### src/rtl/cache_miss_ctrl_if.sv
// Core/cache/memory signal bundle for the miss controller.
// master = controller view, slave = core, cache and memory view.
interface cache_miss_ctrl_if #(
  parameter int DATA_WIDTH = 32
);
  logic                  cpu_rd_en;
  logic                  cpu_wr_en;
  logic [DATA_WIDTH-1:0] cpu_addr;
  logic                  stall;
  logic                  cache_hit;
  logic                  victim_dirty;
  logic [DATA_WIDTH-1:0] victim_addr;
  logic                  wb_en;
  logic                  refill_en;
  logic                  mem_req;
  logic                  mem_we;
  logic [DATA_WIDTH-1:0] mem_addr;
  logic                  mem_ready;

  modport master (
    input  cpu_rd_en, cpu_wr_en, cpu_addr, cache_hit, victim_dirty, victim_addr, mem_ready,
    output stall, wb_en, refill_en, mem_req, mem_we, mem_addr
  );

  modport slave (
    output cpu_rd_en, cpu_wr_en, cpu_addr, cache_hit, victim_dirty, victim_addr, mem_ready,
    input  stall, wb_en, refill_en, mem_req, mem_we, mem_addr
  );
endinterface

### src/rtl/cache_miss_ctrl.sv
// Data-cache miss sequencer: stalls the core, writes back a dirty victim, then refills.
// Define CACHE_PERF_CNT_EN to build the saturating hit/miss/write-back counters.
module cache_miss_ctrl #(
  parameter int DATA_WIDTH  = 32,
  parameter int BLOCK_BYTES = 16,
  parameter int CNT_WIDTH   = 32
) (
  input  logic                 clk,
  input  logic                 rst_n,
  cache_miss_ctrl_if.master    bus,
  output logic [CNT_WIDTH-1:0] hit_count,
  output logic [CNT_WIDTH-1:0] miss_count,
  output logic [CNT_WIDTH-1:0] wb_count
);

  localparam logic [DATA_WIDTH-1:0] ALIGN_MASK = ~(DATA_WIDTH'(BLOCK_BYTES - 1));

  typedef enum logic [1:0] {IDLE, WB, REFILL, DONE} state_t;

  state_t                state;
  logic [DATA_WIDTH-1:0] miss_addr;
  logic                  access;
  logic                  miss;
  logic                  mem_done;

  assign access   = bus.cpu_rd_en | bus.cpu_wr_en;
  assign miss     = (state == IDLE) & access & ~bus.cache_hit;
  // A ready pulse only counts while a request is actually outstanding.
  assign mem_done = bus.mem_req & bus.mem_ready;

  assign bus.stall     = (state != IDLE) | miss;
  assign bus.refill_en = (state == REFILL) & mem_done;

  always_ff @(posedge clk or negedge rst_n) begin
    if (!rst_n) begin
      state        <= IDLE;
      bus.mem_req  <= 1'b0;
      bus.mem_we   <= 1'b0;
      bus.mem_addr <= '0;
      bus.wb_en    <= 1'b0;
    end else begin
      case (state)
        IDLE: begin
          if (miss) begin
            bus.mem_req <= 1'b1;
            if (bus.victim_dirty) begin
              state        <= WB;
              bus.mem_we   <= 1'b1;
              bus.wb_en    <= 1'b1;
              bus.mem_addr <= bus.victim_addr & ALIGN_MASK;
            end else begin
              state        <= REFILL;
              bus.mem_we   <= 1'b0;
              bus.mem_addr <= bus.cpu_addr & ALIGN_MASK;
            end
          end
        end
        WB: begin
          // Request stays up: write-back flows straight into the refill read.
          if (mem_done) begin
            state        <= REFILL;
            bus.mem_we   <= 1'b0;
            bus.wb_en    <= 1'b0;
            bus.mem_addr <= miss_addr;
          end
        end
        REFILL: begin
          if (mem_done) begin
            state        <= DONE;
            bus.mem_req  <= 1'b0;
            bus.mem_addr <= '0;
          end
        end
        DONE:    state <= IDLE;
        default: state <= IDLE;
      endcase
    end
  end

  always_ff @(posedge clk) begin
    if (miss) miss_addr <= bus.cpu_addr & ALIGN_MASK;
  end

`ifdef CACHE_PERF_CNT_EN
  logic relook;

  function automatic logic [CNT_WIDTH-1:0] sat_inc(input logic [CNT_WIDTH-1:0] c);
    return (&c) ? c : c + CNT_WIDTH'(1);
  endfunction

  // relook marks the first IDLE cycle after DONE, where the refilled line is re-probed.
  always_ff @(posedge clk or negedge rst_n) begin
    if (!rst_n) begin
      relook     <= 1'b0;
      hit_count  <= '0;
      miss_count <= '0;
      wb_count   <= '0;
    end else begin
      relook <= (state == DONE);
      if ((state == IDLE) && access && bus.cache_hit && !relook) hit_count <= sat_inc(hit_count);
      if (miss) miss_count <= sat_inc(miss_count);
      if ((state == WB) && mem_done) wb_count <= sat_inc(wb_count);
    end
  end
`else
  assign hit_count  = '0;
  assign miss_count = '0;
  assign wb_count   = '0;
`endif

endmodule

### src/flat_wrapper.sv
// flat-port wrapper written by rule: the top's interface ports become plain ports
module cache_miss_ctrl_flat 
#(
  parameter int DATA_WIDTH  = 32,
  parameter int BLOCK_BYTES = 16,
  parameter int CNT_WIDTH   = 32
)
  (clk, rst_n, hit_count, miss_count, wb_count, bus_cpu_rd_en, bus_cpu_wr_en, bus_cpu_addr, bus_cache_hit, bus_victim_dirty, bus_victim_addr, bus_mem_ready, bus_stall, bus_wb_en, bus_refill_en, bus_mem_req, bus_mem_we, bus_mem_addr);
  cache_miss_ctrl_if #(.DATA_WIDTH(DATA_WIDTH)) bus_i ();
  input  logic clk;
  input  logic rst_n;
  output logic [CNT_WIDTH-1:0] hit_count;
  output logic [CNT_WIDTH-1:0] miss_count;
  output logic [CNT_WIDTH-1:0] wb_count;
  input wire logic [$bits(bus_i.cpu_rd_en)-1:0] bus_cpu_rd_en;
  input wire logic [$bits(bus_i.cpu_wr_en)-1:0] bus_cpu_wr_en;
  input wire logic [$bits(bus_i.cpu_addr)-1:0] bus_cpu_addr;
  input wire logic [$bits(bus_i.cache_hit)-1:0] bus_cache_hit;
  input wire logic [$bits(bus_i.victim_dirty)-1:0] bus_victim_dirty;
  input wire logic [$bits(bus_i.victim_addr)-1:0] bus_victim_addr;
  input wire logic [$bits(bus_i.mem_ready)-1:0] bus_mem_ready;
  output wire logic [$bits(bus_i.stall)-1:0] bus_stall;
  output wire logic [$bits(bus_i.wb_en)-1:0] bus_wb_en;
  output wire logic [$bits(bus_i.refill_en)-1:0] bus_refill_en;
  output wire logic [$bits(bus_i.mem_req)-1:0] bus_mem_req;
  output wire logic [$bits(bus_i.mem_we)-1:0] bus_mem_we;
  output wire logic [$bits(bus_i.mem_addr)-1:0] bus_mem_addr;
  assign bus_i.cpu_rd_en = bus_cpu_rd_en;
  assign bus_i.cpu_wr_en = bus_cpu_wr_en;
  assign bus_i.cpu_addr = bus_cpu_addr;
  assign bus_i.cache_hit = bus_cache_hit;
  assign bus_i.victim_dirty = bus_victim_dirty;
  assign bus_i.victim_addr = bus_victim_addr;
  assign bus_i.mem_ready = bus_mem_ready;
  assign bus_stall = bus_i.stall;
  assign bus_wb_en = bus_i.wb_en;
  assign bus_refill_en = bus_i.refill_en;
  assign bus_mem_req = bus_i.mem_req;
  assign bus_mem_we = bus_i.mem_we;
  assign bus_mem_addr = bus_i.mem_addr;
  cache_miss_ctrl #(.DATA_WIDTH(DATA_WIDTH), .BLOCK_BYTES(BLOCK_BYTES), .CNT_WIDTH(CNT_WIDTH)) u_core (.clk(clk), .rst_n(rst_n), .bus(bus_i), .hit_count(hit_count), .miss_count(miss_count), .wb_count(wb_count));
endmodule
### config.mk
export PLATFORM = sky130hd
export DESIGN_NAME = cache_miss_ctrl_flat
export DESIGN_NICKNAME = d
export VERILOG_FILES = /design/src/rtl/cache_miss_ctrl_if.sv /design/src/rtl/cache_miss_ctrl.sv /design/src/flat_wrapper.sv
export SDC_FILE = /design/constraint.sdc
export NUM_CORES = 1
export LEC_CHECK = 0
export CORE_MARGIN = 8
export CORE_UTILIZATION = 39
export DETAILED_ROUTE_END_ITERATION = 7
export PLACE_DENSITY_LB_ADDON = 0.05
export SYNTH_ARGS = -nofsm -noshare
export SYNTH_HDL_FRONTEND = slang
export SYNTH_SLANG_ARGS = --single-unit
export TNS_END_PERCENT = 5
### constraint.sdc
create_clock -name clk -period 2.85 [get_ports clk]
set_input_delay 0.7125 -clock clk [delete_from_list [all_inputs] [get_ports clk]]
set_output_delay 0.7125 -clock clk [all_outputs]
set_load 0.03 [all_outputs]
==> metrics.txt <==
status=finished, final reports clean; f_max=0.364 GHz; Hold-fix buffers, CTS=0; sequential cell area fraction in the yosys report=between 40% and 50%; Final Cell Area=4570 sq um; ys async rst share=54.1%; RSZ-0062 raised after global routing=false; WL/cell=roughly 16 um; layout cells sized above 1=around an eighth; Setup CP Type=in -> out; ant diodes=0; initial antenna violation count=0; H-tree levels=3; Cells after DPL=about 520; syn_area_per_cell=approximately 11 sq um; setup bufs post-CTS=0; Post-DP HPWL=~6.4 mm; vias in the first global route=between 2000 and 2500; mapped cell area=3660 sq um; Final Cycle Share=between 90% and 100%; Critical path origin=bus_mem_ready; TritonCTS Buffers=9; Initial Util=around two fifths; total wire length=8.63 mm; Die Height=between 100 and 150 um; Setup Skew=8.24 ps; clock sinks=between 60 and 70; die width=113 um; Synth Register Bits=between 60 and 70; dominant synthesized flop cell=dfrtp_1; reg2reg setup slack=590 ps; Leak=between 1.5 and 2 nW; Routed Antenna Nets=0; crit path to=bus_refill_en; input/output buffers=95; final hold vios=0; via count=between 2000 and 2500; Final Instance Count excl. Fillers=540; drt via density=4.27; PnR Total Power=1.98 mW; die area=12700 sq um; Setup-failing EPs final=0; crit path time final=2750 ps; Core ar.=~9000 sq um; commonest non-fill, non-tap cell in the layout=conb_1; worst slew pin tran=between 800 and 900 ps; Worst Slack Setup Final=99.3 ps; Cell Rows=35; Syn-to-layout area delta=24.8%; total of warnings raised by yosys=0; CTS tree=done; Setup TNS=0 ps; initial DRC count=56; dpl ws=approximately 90 ps; worst r2r path cells=6; largest net degree at the start of global routing=34; Mapped Cells=approximately 320; P per Cell Area=approximately 430 nW/um^2; GPL Wtd Cong=0.726; Final Max Slew Viols=0; placed cell area=approximately 4400 sq um; max cap viols=0; clock-pin slew on the worst setup and hold paths=70 ps; Hold Crit Class=in -> async; reg2reg start=u_core.state[0]$_DFFE_PN0P_; Resize count post-CTS=0; r2r endpoint=u_core.bus.mem_addr[28]$_DFFE_PN0P_; worst vdd ir=226 uV; worst skew pair latency=between 300 and 400 ps; Cell variety after synth=30; count of flip-flops with a built-in enable after synthesis=28; GRT Total Usage=13.5%; DRT Pass-1 Iters=4; Clock Tree Buf Depth=2; GRT overflow=0; Worst setup SP type=primary input; first-pass GRT wire length=about 13 mm; CP Capture Type=output port; maximum fanout along the worst path=3; CTS Root Buffer Type=clkbuf_8; most frequent cells in the layout=conb_1, clkdlybuf4s50_1, dfrtp_1; CP Data Arrival Time=slightly above 2000 ps; max_slew headroom=between 40% and 50%; WP data required=~2100 ps; I/O pin cnt=~200; Remaining DRCs=0; layout net count=around 500
-- power by group --
part           total, mW  switching (mW)  internal [mW]
clock network      0.733           0.335          0.398
registers          0.921               0          0.921
logic              0.321           0.226         0.0947
total               1.98           0.561           1.41
-- cell usage after synthesis, types with 2 or more instances --
cell type	number	area, sq um
nand3_1	2	10.0
mux2_4	20	300
nor2_1	3	11.3
a21oi_1	4	20.0
nand2_1	32	120
buf_8	2	30.0
inv_1	4	15.0
clkbuf_1	7	26.3
dfrtp_1	33	826
ha_1	3	37.5
mux2_2	8	90.1
buf_2	2	10.0
o21ai_0	31	155
buf_4	101	758
edfxtp_1	28	841
o2bb2ai_1	2	17.5
mux2i_1	29	290
-- stage by stage --
stage	utilization, %	hold slack (ps)
final	49.7	465
after global routing	49.7	530
after CTS	49.7	501
after detailed placement	47.7	493
after global placement	47.7	490
after floorplan	-	417
-- logic make-up after synthesis --
| kind of cell | after synthesis | synth area share (%) |
|---|---|---|
| other | 1 | 0.102 |
| muxes | 57 | 18.6 |
| and+or+nand+nor | 43 | 5.06 |
| adders and majority gates | 3 | 1.03 |
| buffers and inverters | 118 | 23.3 |
| AOI/OAI and AO/OA | 41 | 6.39 |
| DFF | 61 | 45.5 |
-- layout make-up --
type	instances	area (sq um)
clock inverters	5	51.3
flip-flops and latches	61	1670
fillers	853	4620
clock buffers	11	131
inverters	4	15.0
repair buffers	104	1060
multi-input cells	244	1510
well taps	111	139
-- routing by layer --
layer / GRT usage (%) / vias up / wire length [um]
met2: 23.5 / 113 / 4250
met1: 14.2 / 1079 / 3360
met5: 0 / - / 0
li1: - / 1101 / -
met4: 4.00 / 0 / 89
met3: 6.18 / 11 / 931
-- how the worst min path moves through the flow --
stage | startpoint | endpoint
final | rst_n | u_core.bus.mem_we$_DFFE_PN0P_
after global routing | rst_n | u_core.bus.mem_we$_DFFE_PN0P_
after CTS | rst_n | u_core.bus.mem_we$_DFFE_PN0P_
after detailed placement | u_core.bus.mem_addr[15]$_DFFE_PN0P_ | u_core.bus.mem_addr[15]$_DFFE_PN0P_
after global placement | u_core.bus.mem_addr[5]$_DFFE_PN0P_ | u_core.bus.mem_addr[5]$_DFFE_PN0P_
after floorplan | rst_n | u_core.bus.mem_addr[10]$_DFFE_PN0P_
-- critical path, stage by stage --
cell	delay (ps)
clkdlybuf4s50_1	490
and3_1	150
clkdlybuf4s50_1	680
-- sequential cells by signal (all words and copies together), names as in the netlist --
signal               flops
u_core.bus.mem_addr     28
u_core.miss_addr        28
u_core.bus.mem_we        1
u_core.state             2
u_core.bus.wb_en         1
u_core.bus.mem_req       1
Note: power is estimated with default switching activity, not from simulation.
